File: config.mk
export PLATFORM = sky130hd
export DESIGN_NAME = srjk_demo_sequencer_flat
export DESIGN_NICKNAME = d
export VERILOG_FILES = /design/src/rtl/srjk_pkg.sv /design/src/rtl/srjk_demo_sequencer_if.sv /design/src/rtl/btn_debounce.sv /design/src/rtl/srjk_demo_sequencer.sv /design/src/flat_wrapper.sv
export SDC_FILE = /design/constraint.sdc
export NUM_CORES = 1
export LEC_CHECK = 0
export CORE_MARGIN = 2
export CORE_UTILIZATION = 45
export DETAILED_ROUTE_END_ITERATION = 7
export HOLD_SLACK_MARGIN = 0.08
export PLACE_DENSITY = 0.73
export SLEW_MARGIN = 15
export SYNTH_ARGS = -nofsm -noshare
export SYNTH_HDL_FRONTEND = slang
export SYNTH_SLANG_ARGS = --single-unit
File: constraint.sdc
create_clock -name clk -period 4 [get_ports clk]
set_input_delay 0.8 -clock clk [delete_from_list [all_inputs] [get_ports clk]]
set_output_delay 0.8 -clock clk [all_outputs]
set_load 0.005 [all_outputs]
File: src/rtl/srjk_pkg.sv
// Shared definitions for the SR/JK flip-flop demo sequencer.
// - state_t   : controller states; the encoding is what drives state_led.
// - SR_*      : {S,R} input codes for the flip-flop.
// - PATTERN   : the fixed 8-step {S,R} sequence used in automatic mode.
package srjk_pkg;

  typedef enum logic [1:0] {
    MANUAL = 2'b00,
    AUTO   = 2'b01,
    PAUSE  = 2'b10
  } state_t;

  typedef logic [1:0] sr_code_t;

  localparam sr_code_t SR_HOLD  = 2'b00;
  localparam sr_code_t SR_RESET = 2'b01;
  localparam sr_code_t SR_SET   = 2'b10;
  localparam sr_code_t SR_BOTH  = 2'b11;

  // Walks set, hold, reset, hold, then two "both" steps (toggle in JK mode,
  // invalid in SR mode), a hold, and a final set that recovers a valid Q.
  localparam sr_code_t PATTERN [0:7] = '{
    SR_SET, SR_HOLD, SR_RESET, SR_HOLD, SR_BOTH, SR_BOTH, SR_HOLD, SR_SET
  };

endpackage

File: src/rtl/srjk_demo_sequencer_if.sv
// Board-side signal bundle of the demo sequencer.
// master : the sequencer (reads switches/button, drives flip-flop controls
//          and status LEDs).
// slave  : the board / environment side.
// Signals:
//   run_sw, jk_mode, sw_s, sw_r, step_btn    board inputs
//   s_out, r_out, ff_tick                    flip-flop controls
//   q_model, q_valid                         golden Q and its validity
//   pat_idx, state_led, clk_disp             status outputs
interface srjk_demo_sequencer_if;

  logic       run_sw;
  logic       jk_mode;
  logic       sw_s;
  logic       sw_r;
  logic       step_btn;
  logic       s_out;
  logic       r_out;
  logic       ff_tick;
  logic       q_model;
  logic       q_valid;
  logic [2:0] pat_idx;
  logic [1:0] state_led;
  logic       clk_disp;

  modport master (
    input  run_sw, jk_mode, sw_s, sw_r, step_btn,
    output s_out, r_out, ff_tick, q_model, q_valid, pat_idx, state_led, clk_disp
  );

  modport slave (
    output run_sw, jk_mode, sw_s, sw_r, step_btn,
    input  s_out, r_out, ff_tick, q_model, q_valid, pat_idx, state_led, clk_disp
  );

endinterface

File: src/rtl/btn_debounce.sv
// Debouncer for an already synchronised button level.
// Ports:
//   clk, rst : clock and synchronous active-high reset
//   din      : synchronised raw button level
//   level    : debounced level; follows din only after DEBOUNCE_CYCLES
//              consecutive samples that differ from the current level
//   rise     : one-cycle pulse, asserted together with a 0->1 change of level
module btn_debounce #(
  parameter int DEBOUNCE_CYCLES = 1_000_000
) (
  input  logic clk,
  input  logic rst,
  input  logic din,
  output logic level,
  output logic rise
);

  localparam int CW = (DEBOUNCE_CYCLES > 1) ? $clog2(DEBOUNCE_CYCLES) : 1;
  localparam logic [CW-1:0] CNT_LAST = CW'(DEBOUNCE_CYCLES - 1);

  logic [CW-1:0] cnt_reg;
  logic          level_reg;
  logic          rise_reg;

  // cnt_reg counts differing samples already seen; the sample that would
  // make it DEBOUNCE_CYCLES flips the level instead.
  always_ff @(posedge clk) begin
    if (rst) begin
      cnt_reg   <= '0;
      level_reg <= 1'b0;
      rise_reg  <= 1'b0;
    end else begin
      rise_reg <= 1'b0;
      if (din == level_reg) begin
        cnt_reg <= '0;
      end else if (cnt_reg == CNT_LAST) begin
        cnt_reg   <= '0;
        level_reg <= din;
        rise_reg  <= din;
      end else begin
        cnt_reg <= cnt_reg + CW'(1);
      end
    end
  end

  assign level = level_reg;
  assign rise  = rise_reg;

endmodule

File: src/rtl/srjk_demo_sequencer.sv
// Controller for the board's SR/JK flip-flop demo.
// Drives S/R and a one-cycle sample enable (ff_tick) for the flip-flop, either
// from the slide switches plus a debounced step button (MANUAL) or from a
// fixed 8-step pattern paced by a free-running divider (AUTO, PAUSE). Keeps a
// golden copy of the expected Q for checking and LEDs.
// Ports:
//   clk, rst : system clock, synchronous active-high reset
//   bus      : master modport of srjk_demo_sequencer_if (switch/button inputs,
//              flip-flop controls, golden Q, status LEDs)
module srjk_demo_sequencer
  import srjk_pkg::*;
#(
  parameter int DIV_COUNT       = 70_000_000,
  parameter int DEBOUNCE_CYCLES = 1_000_000
) (
  input  logic                  clk,
  input  logic                  rst,
  srjk_demo_sequencer_if.master bus
);

  localparam int DIV_W = $clog2(DIV_COUNT);
  localparam logic [DIV_W-1:0] DIV_LAST = DIV_W'(DIV_COUNT - 1);

  // ---------------- divider (free running in every state) ----------------
  logic [DIV_W-1:0] cnt_reg;
  logic             clk_disp_reg;
  logic             div_tick;

  assign div_tick = (cnt_reg == DIV_LAST);

  always_ff @(posedge clk) begin
    if (rst) begin
      cnt_reg      <= '0;
      clk_disp_reg <= 1'b0;
    end else if (div_tick) begin
      cnt_reg      <= '0;
      clk_disp_reg <= ~clk_disp_reg;
    end else begin
      cnt_reg <= cnt_reg + DIV_W'(1);
    end
  end

  // ---------------- step button: synchroniser + debouncer ----------------
  logic [1:0] sync_reg;
  logic       btn_level;
  logic       btn_rise;
  logic       step_pulse;

  always_ff @(posedge clk) begin
    if (rst) begin
      sync_reg <= 2'b00;
    end else begin
      sync_reg <= {sync_reg[0], bus.step_btn};
    end
  end

  btn_debounce #(
    .DEBOUNCE_CYCLES(DEBOUNCE_CYCLES)
  ) u_debounce (
    .clk  (clk),
    .rst  (rst),
    .din  (sync_reg[1]),
    .level(btn_level),
    .rise (btn_rise)
  );

  // rise is only ever asserted with level already high; the AND keeps the
  // qualifier explicit.
  assign step_pulse = btn_rise & btn_level;

  // ---------------- FSM, pattern pointer, golden model ----------------
  state_t   state_reg, state_next;
  logic [2:0] pat_reg, pat_next;
  sr_code_t sr_reg, sr_next;
  logic     ff_tick_reg, ff_tick_next;
  logic     q_reg, q_next;
  logic     qv_reg, qv_next;

  always_ff @(posedge clk) begin
    if (rst) begin
      state_reg   <= MANUAL;
      pat_reg     <= 3'd0;
      sr_reg      <= SR_HOLD;
      ff_tick_reg <= 1'b0;
      q_reg       <= 1'b0;
      qv_reg      <= 1'b1;
    end else begin
      state_reg   <= state_next;
      pat_reg     <= pat_next;
      sr_reg      <= sr_next;
      ff_tick_reg <= ff_tick_next;
      q_reg       <= q_next;
      qv_reg      <= qv_next;
    end
  end

  always_comb begin
    state_next   = state_reg;
    pat_next     = pat_reg;
    ff_tick_next = 1'b0;
    q_next       = q_reg;
    qv_next      = qv_reg;
    sr_next      = sr_reg;

    // Golden flip-flop: evaluated with the S/R actually presented during the
    // tick cycle. In SR mode Q keeps its stale value while marked invalid.
    if (ff_tick_reg) begin
      case (sr_reg)
        SR_RESET: begin q_next = 1'b0; qv_next = 1'b1; end
        SR_SET:   begin q_next = 1'b1; qv_next = 1'b1; end
        SR_BOTH: begin
          if (bus.jk_mode) q_next  = ~q_reg;
          else             qv_next = 1'b0;
        end
        default: ;
      endcase
    end

    // An automatic tick moves the pattern on in the cycle after it was
    // issued, even if a state change happens in that same cycle.
    if (state_reg == AUTO && ff_tick_reg) pat_next = pat_reg + 3'd1;

    // A state change suppresses any tick in the same cycle.
    case (state_reg)
      MANUAL: begin
        if (bus.run_sw) begin
          state_next = AUTO;
          pat_next   = 3'd0;
        end else begin
          ff_tick_next = step_pulse;
        end
      end
      AUTO: begin
        if (!bus.run_sw)     state_next = MANUAL;
        else if (step_pulse) state_next = PAUSE;
        else                 ff_tick_next = div_tick;
      end
      PAUSE: begin
        if (!bus.run_sw)     state_next = MANUAL;
        else if (step_pulse) state_next = AUTO;
      end
      default: state_next = MANUAL;
    endcase

    // MANUAL mirrors the switches; AUTO/PAUSE present the pattern entry at
    // the (possibly just advanced) index. PAUSE never moves the index, so
    // its outputs hold.
    if (state_next == MANUAL) sr_next = {bus.sw_s, bus.sw_r};
    else                      sr_next = PATTERN[pat_next];
  end

  assign bus.s_out     = sr_reg[1];
  assign bus.r_out     = sr_reg[0];
  assign bus.ff_tick   = ff_tick_reg;
  assign bus.q_model   = q_reg;
  assign bus.q_valid   = qv_reg;
  assign bus.pat_idx   = pat_reg;
  assign bus.state_led = state_reg;
  assign bus.clk_disp  = clk_disp_reg;

endmodule

File: src/flat_wrapper.sv
// flat-port wrapper written by rule: the top's interface ports become plain ports
module srjk_demo_sequencer_flat import srjk_pkg::*;
#(
  parameter int DIV_COUNT       = 70_000_000,
  parameter int DEBOUNCE_CYCLES = 1_000_000
)
  (clk, rst, bus_run_sw, bus_jk_mode, bus_sw_s, bus_sw_r, bus_step_btn, bus_s_out, bus_r_out, bus_ff_tick, bus_q_model, bus_q_valid, bus_pat_idx, bus_state_led, bus_clk_disp);
  srjk_demo_sequencer_if bus_i ();
  input  logic clk;
  input  logic rst;
  input wire logic [$bits(bus_i.run_sw)-1:0] bus_run_sw;
  input wire logic [$bits(bus_i.jk_mode)-1:0] bus_jk_mode;
  input wire logic [$bits(bus_i.sw_s)-1:0] bus_sw_s;
  input wire logic [$bits(bus_i.sw_r)-1:0] bus_sw_r;
  input wire logic [$bits(bus_i.step_btn)-1:0] bus_step_btn;
  output wire logic [$bits(bus_i.s_out)-1:0] bus_s_out;
  output wire logic [$bits(bus_i.r_out)-1:0] bus_r_out;
  output wire logic [$bits(bus_i.ff_tick)-1:0] bus_ff_tick;
  output wire logic [$bits(bus_i.q_model)-1:0] bus_q_model;
  output wire logic [$bits(bus_i.q_valid)-1:0] bus_q_valid;
  output wire logic [$bits(bus_i.pat_idx)-1:0] bus_pat_idx;
  output wire logic [$bits(bus_i.state_led)-1:0] bus_state_led;
  output wire logic [$bits(bus_i.clk_disp)-1:0] bus_clk_disp;
  assign bus_i.run_sw = bus_run_sw;
  assign bus_i.jk_mode = bus_jk_mode;
  assign bus_i.sw_s = bus_sw_s;
  assign bus_i.sw_r = bus_sw_r;
  assign bus_i.step_btn = bus_step_btn;
  assign bus_s_out = bus_i.s_out;
  assign bus_r_out = bus_i.r_out;
  assign bus_ff_tick = bus_i.ff_tick;
  assign bus_q_model = bus_i.q_model;
  assign bus_q_valid = bus_i.q_valid;
  assign bus_pat_idx = bus_i.pat_idx;
  assign bus_state_led = bus_i.state_led;
  assign bus_clk_disp = bus_i.clk_disp;
  srjk_demo_sequencer #(.DIV_COUNT(DIV_COUNT), .DEBOUNCE_CYCLES(DEBOUNCE_CYCLES)) u_core (.clk(clk), .rst(rst), .bus(bus_i));
endmodule
; ---- After elaboration in Yosys (flattened, before gate mapping)
; Memories as Yosys holds them, arrays and structs flattened.
; Cells that the tools add are included.
[word_totals]
latchBits = 0
romBits = 16
input_bits = 7
mem_bits_rw = 0
output_inout_bits = 11
n_memories = 1
regBits = 62
[classes]
multipliers = 0
shifts = 0
div = 0
eq_ne = 10
muxes = 20
add_sub_neg = 3
bitwise = 6
n_reduce_logical = 12
order_cmp = 1
[mem_list]
columns = name, depth, word_bits, read_ports, rd_clocked_by_memory_dff, wr, line_no
row1 = (no name shown), 8, 2, 1, 0, 0, srjk_demo_sequencer.sv:149  ; else sr_next = PATTERN[pat_next];
[ops]
columns = operator, count
row1 = 27-bit by 1-bit adder with 27-bit output (second input constant), 1
row2 = 27-bit equality test (second input constant), 1
row3 = 20-bit by 1-bit adder with 20-bit output (second input constant), 1
row4 = 20-bit equality test (second input constant), 1
row5 = 2-bit two-way mux, 8
row6 = 3-bit two-way mux, 3
row7 = 2-bit equality test (second input constant), 3
row8 = 2-bit one-hot mux with 3 select lines, 1
row9 = 3-bit AND reduction, 2
row10 = 3-bit OR reduction, 2
row11 = 1-bit two-way mux, 5
row12 = 2-bit by 1-bit equality test with 1-bit output (second input constant), 2
row13 = 4-bit >= comparator (second input constant), 1
row14 = 2-bit logical NOT, 2
row15 = 2-bit inequality test (second input constant), 2
row16 = 1-bit inverter, 4
row17 = 3-bit inverter with 4-bit output, 1
row18 = 1-bit one-hot mux with 2 select lines, 2
row19 = 2-bit OR reduction, 2
row20 = 3-bit by 1-bit adder with 3-bit output (second input constant), 1
row21 = 1-bit one-hot mux with 3 select lines, 1
row22 = 3-bit nonzero test, 1
row23 = 2-bit AND reduction, 1
row24 = 2-bit nonzero test, 1
row25 = other kinds (3), 3

; ---- Longest topological paths before layout
[logic_depth]
depth_word = 10
ltp_mapped = 7
mapped_depth_nobuf = 7

; ---- Hierarchy
; Synthesis repeated with hierarchy kept, for this count alone.
[hier_totals]
hier_cells = 344
hier_area_um2 = 2971.6
[modules_own_cells]
columns = module, instances, cells_per_inst, seq_area_each_um2, area_each_um2
row1 = srjk_demo_sequencer, 1, 227, 800.8, 1954.4
row2 = btn_debounce, 1, 117, 440.4, 1017.2

; ---- Least setup slack after synthesis
; Ideal clock, no wire load.
[synth_timing]
kind = input-to-reg
start = input bus_run_sw
end = register u_core.sr_reg[0]
arrival_ns = 1.725
setup_time_ns = 0.101
t_required_ns = 3.899
stages = 5
setup_slack_ns = 2.174
path_cell_list = o21bai_1 -> a221oi_1 -> or4_1 -> a41o_1 -> o41ai_1
[synth_between]
elab_chain_cells = 7
[synth_rtl]
columns = item, line_no
row1 = from (decl), flat_wrapper.sv:11  ; input wire logic [$bits(bus_i.run_sw)-1:0] bus_run_sw;
row2 = 3-bit two-way mux, srjk_demo_sequencer.sv:126  ; if (bus.run_sw) begin
row3 = 3-bit two-way mux, srjk_demo_sequencer.sv:124  ; case (state_reg)
row4 = 3-bit inverter with 4-bit output (not written as such), srjk_demo_sequencer.sv:149
row5 = memory 8 x 2 bit, -
row6 = 2-bit two-way mux (not written as such) (2 in a row), srjk_demo_sequencer.sv:149
row7 = 2-bit two-way mux (*), srjk_demo_sequencer.sv:148  ; if (state_next == MANUAL) sr_next = {bus.sw_s, bus.sw_r};
row8 = to (signal assigned), srjk_demo_sequencer.sv:90  ; sr_reg <= sr_next;
row9 = to (decl), srjk_demo_sequencer.sv:74  ; sr_code_t sr_reg, sr_next;
; Mark *: on every way between the ends. The rest lies on a longest branch, timed or not. The select of a mux whose other input is x is not followed.
; A chain may end at the register's enable or synchronous reset.

; ---- Worst setup path after layout
; Ends and elaborated chain as after synthesis.

==> results.json <==
{
  "overflow": 0,
  "drt_iter0_drc": 137,
  "synth_top_area_share_pct": 43.0,
  "routed.top_layer": "met4",
  "cts_tree": "done",
  "synth_xor_area_share_pct": 13.7,
  "cts_htree_levels": 3,
  "wl_per_cell_um": 12.5,
  "cts_sinks": 62,
  "yosysSeqAreaShare_pct": 43.0,
  "max_freq_mhz": 410,
  "outcome": "finished, final reports clean",
  "synth_top_family_by_area": "simple AND/OR/NAND/NOR gates",
  "cts_buffers": 9,
  "clk_path_buf_depth": 2,
  "finalCritPeriodShare_pct": 60.9,
  "fp.coreArea_mm2": 0.00628,
  "synth_compound_area_share_pct": 5.59,
  "yosysMostFrequentCell": "dfxtp_1",
  "met1Wirelength_um": 2550,
  "syn-instance-count": 325,
  "clk_pin_slew_ns": 0.07,
  "gp_congestion": 0.828,
  "syn_area_mm2": 0.00289,
  "cp_max_fo": 8,
  "finalClockSkew_ns": 0.00685,
  "die_y_um": 84.1,
  "pin_count": 18,
  "cp-end-kind": "flop",
  "setup_viol": 0,
  "die_w_um": 84.1,
  "synth_edf_count": 0,
  "synth_area_leaders": "dfxtp_1, xor2_1, nor2_1",
  "finalSetupTns_ns": 0,
  "hold_buffers": 0,
  "slew_viol_final": 0,
  "grt_usage_pct": 15.9,
  "initial_core_util_pct": 46.0,
  "static-leakage-power_nw": 1.15,
  "cts_resized": 0,
  "clock_latency_ns": 0.33,
  "place_hpwl_um": 3690,
  "hold_viol": 0,
  "largest_register_ff_count": 27,
  "startpoint_type": "input pin",
  "wl_met3_um": 222,
  "arrival_ns": 2.63,
  "cap_viol_max_count": 0,
  "num_antenna_cells": 0,
  "numPortBuffers": 17,
  "worstPathRequired_ns": 4.19,
  "drc_errors": 0,
  "timing.slew.headroom_pct": 48.6,
  "std_cell_rows": 29,
  "synthDistinctLibCells": 46,
  "ir_drop_mv": 0.243,
  "synth-seq-cells": 62,
  "die_area_mm2": 0.00707,
  "synth.area.mux_share_pct": 0.347,
  "fin_nets": 355,
  "route.met2.wl_um": 2460,
  "area_growth_pct": 13.7,
  "routed-via-count": 2275,
  "drtAntennaViolNets": 0,
  "antenna_found_initial": 0,
  "cts_setup_buffers": 0,
  "drive_gt1_share_pct": 5.75,
  "synth_ff_type": "dfxtp_1",
  "synthSimpleGateAreaFrac_pct": 32.1,
  "total_power_w": 0.00117,
  "yosysTopAreaCell": "dfxtp_1",
  "critPathKind": "in2reg",
  "synth_warnings": 0,
  "fin_crit_ns": 2.44,
  "synth_area_per_cell_um2": 8.88,
  "grt_setup_unrepaired": "false",
  "grt_pass1_vias": 2153,
  "synth.net_count": 337,
  "synthArstFlopShare_pct": 0,
  "hold_path.class": "reg2reg",
  "tightestPinTransition_ns": 0.772,
  "clockRootBuffer": "clkbuf_8",
  "synth_common_cells": "dfxtp_1, nor2_1, xor2_1",
  "power.density_mw_per_mm2": 356,
  "synth_fa_ha_area_share_pct": 2.17,
  "grt_pass1_wl_um": 9260,
  "drt-pass1-iter-count": 4,
  "wl_um": 5310,
  "grt_start_max_net_pins": 24,
  "vias_per_cell": 5.35
}
## critical path, stage by stage
cell and delay (ns):
clkdlybuf4s50_1 0.61, o21bai_1 0.13, a221oi_1 0.62, o22ai_1 0.13
a21oi_1 0.24, o41ai_1 0.09
## per-layer routing
metal	vias to the layer above	GRT usage (%)
met5	-	0
met3	7	4.06
met2	47	26.6
met4	0	7.48
li1	1163	-
met1	1058	19.1
## worst paths after layout
path                            cells past startpoint                            to                         start  slack, ns
worst max register to register                      5            u_core.cnt_reg[13]             u_core.cnt_reg[0]       1.77
worst max-delay path                                6              u_core.sr_reg[0]                    bus_run_sw       1.56
worst min-delay path                                1  u_core.u_debounce.cnt_reg[0]  u_core.u_debounce.cnt_reg[0]       0.45
worst min register to register                      1  u_core.u_debounce.cnt_reg[0]  u_core.u_debounce.cnt_reg[0]       0.45
## final cells by class
| type | count | area, um2 |
|---|---|---|
| Clock buffer | 13 | 169 |
| Sequential cell | 62 | 1240 |
| Inverter | 9 | 33.8 |
| Fill cell | 591 | 2990 |
| Tap cell | 77 | 96.3 |
| Multi-Input combinational cell | 244 | 1560 |
| Timing Repair Buffer | 17 | 170 |
| Clock inverter | 3 | 17.5 |
## where the power goes
part | switching (W) | leakage, nW | total [W] | internal, W
Combinational | 0.0000185 | 0.549 | 0.0000345 | 0.0000160
Sequential | 0.00000666 | 0.501 | 0.000630 | 0.000623
Clock | 0.000232 | 0.0954 | 0.000506 | 0.000274
Total | 0.000257 | 1.15 | 0.00117 | 0.000913
## cell usage in the layout (no fill, tap or decap), types with 3 or more instances in the layout
cell	Yosys	final
clkdlybuf4s50_1	0	17
inv_1	9	9
and4_1	3	3
a21oi_1	6	6
and3_1	7	7
o21ai_0	6	6
nand3b_1	7	7
nor4_1	7	7
and2_1	4	4
nor2b_1	3	3
dfxtp_1	62	62
nor3_1	7	7
nand4_1	11	11
nand2_1	19	19
nor2_1	58	58
a211oi_1	3	3
ha_1	5	5
nor4b_1	4	4
xnor2_1	20	20
clkbuf_8	0	12
xor2_1	25	25
nand3_1	19	19
## stage by stage
| stage | util (%) | setup slack [ns] | instances | hold slack [ns] | area (um2) |
|---|---|---|---|---|---|
| after floorplan | - | 2.17 | 325 | 0.414 | 2890 |
| after global placement | 49.3 | 1.30 | 409 | 0.419 | 3100 |
| after detailed placement | 49.3 | 1.25 | 409 | 0.427 | 3100 |
| after CTS | 52.3 | 1.60 | 425 | 0.452 | 3280 |
| after global routing | 52.3 | 1.39 | 425 | 0.476 | 3280 |
| final | 52.3 | 1.56 | 425 | 0.451 | 3280 |
## cells by family after synthesis
group,count (synthesis)
compound gates,25
simple gates,168
fa+ha+maj,5
buf+inv,19
mux,1
xor+xnor,45
flops,62
Power figures use the tool's default switching activity.
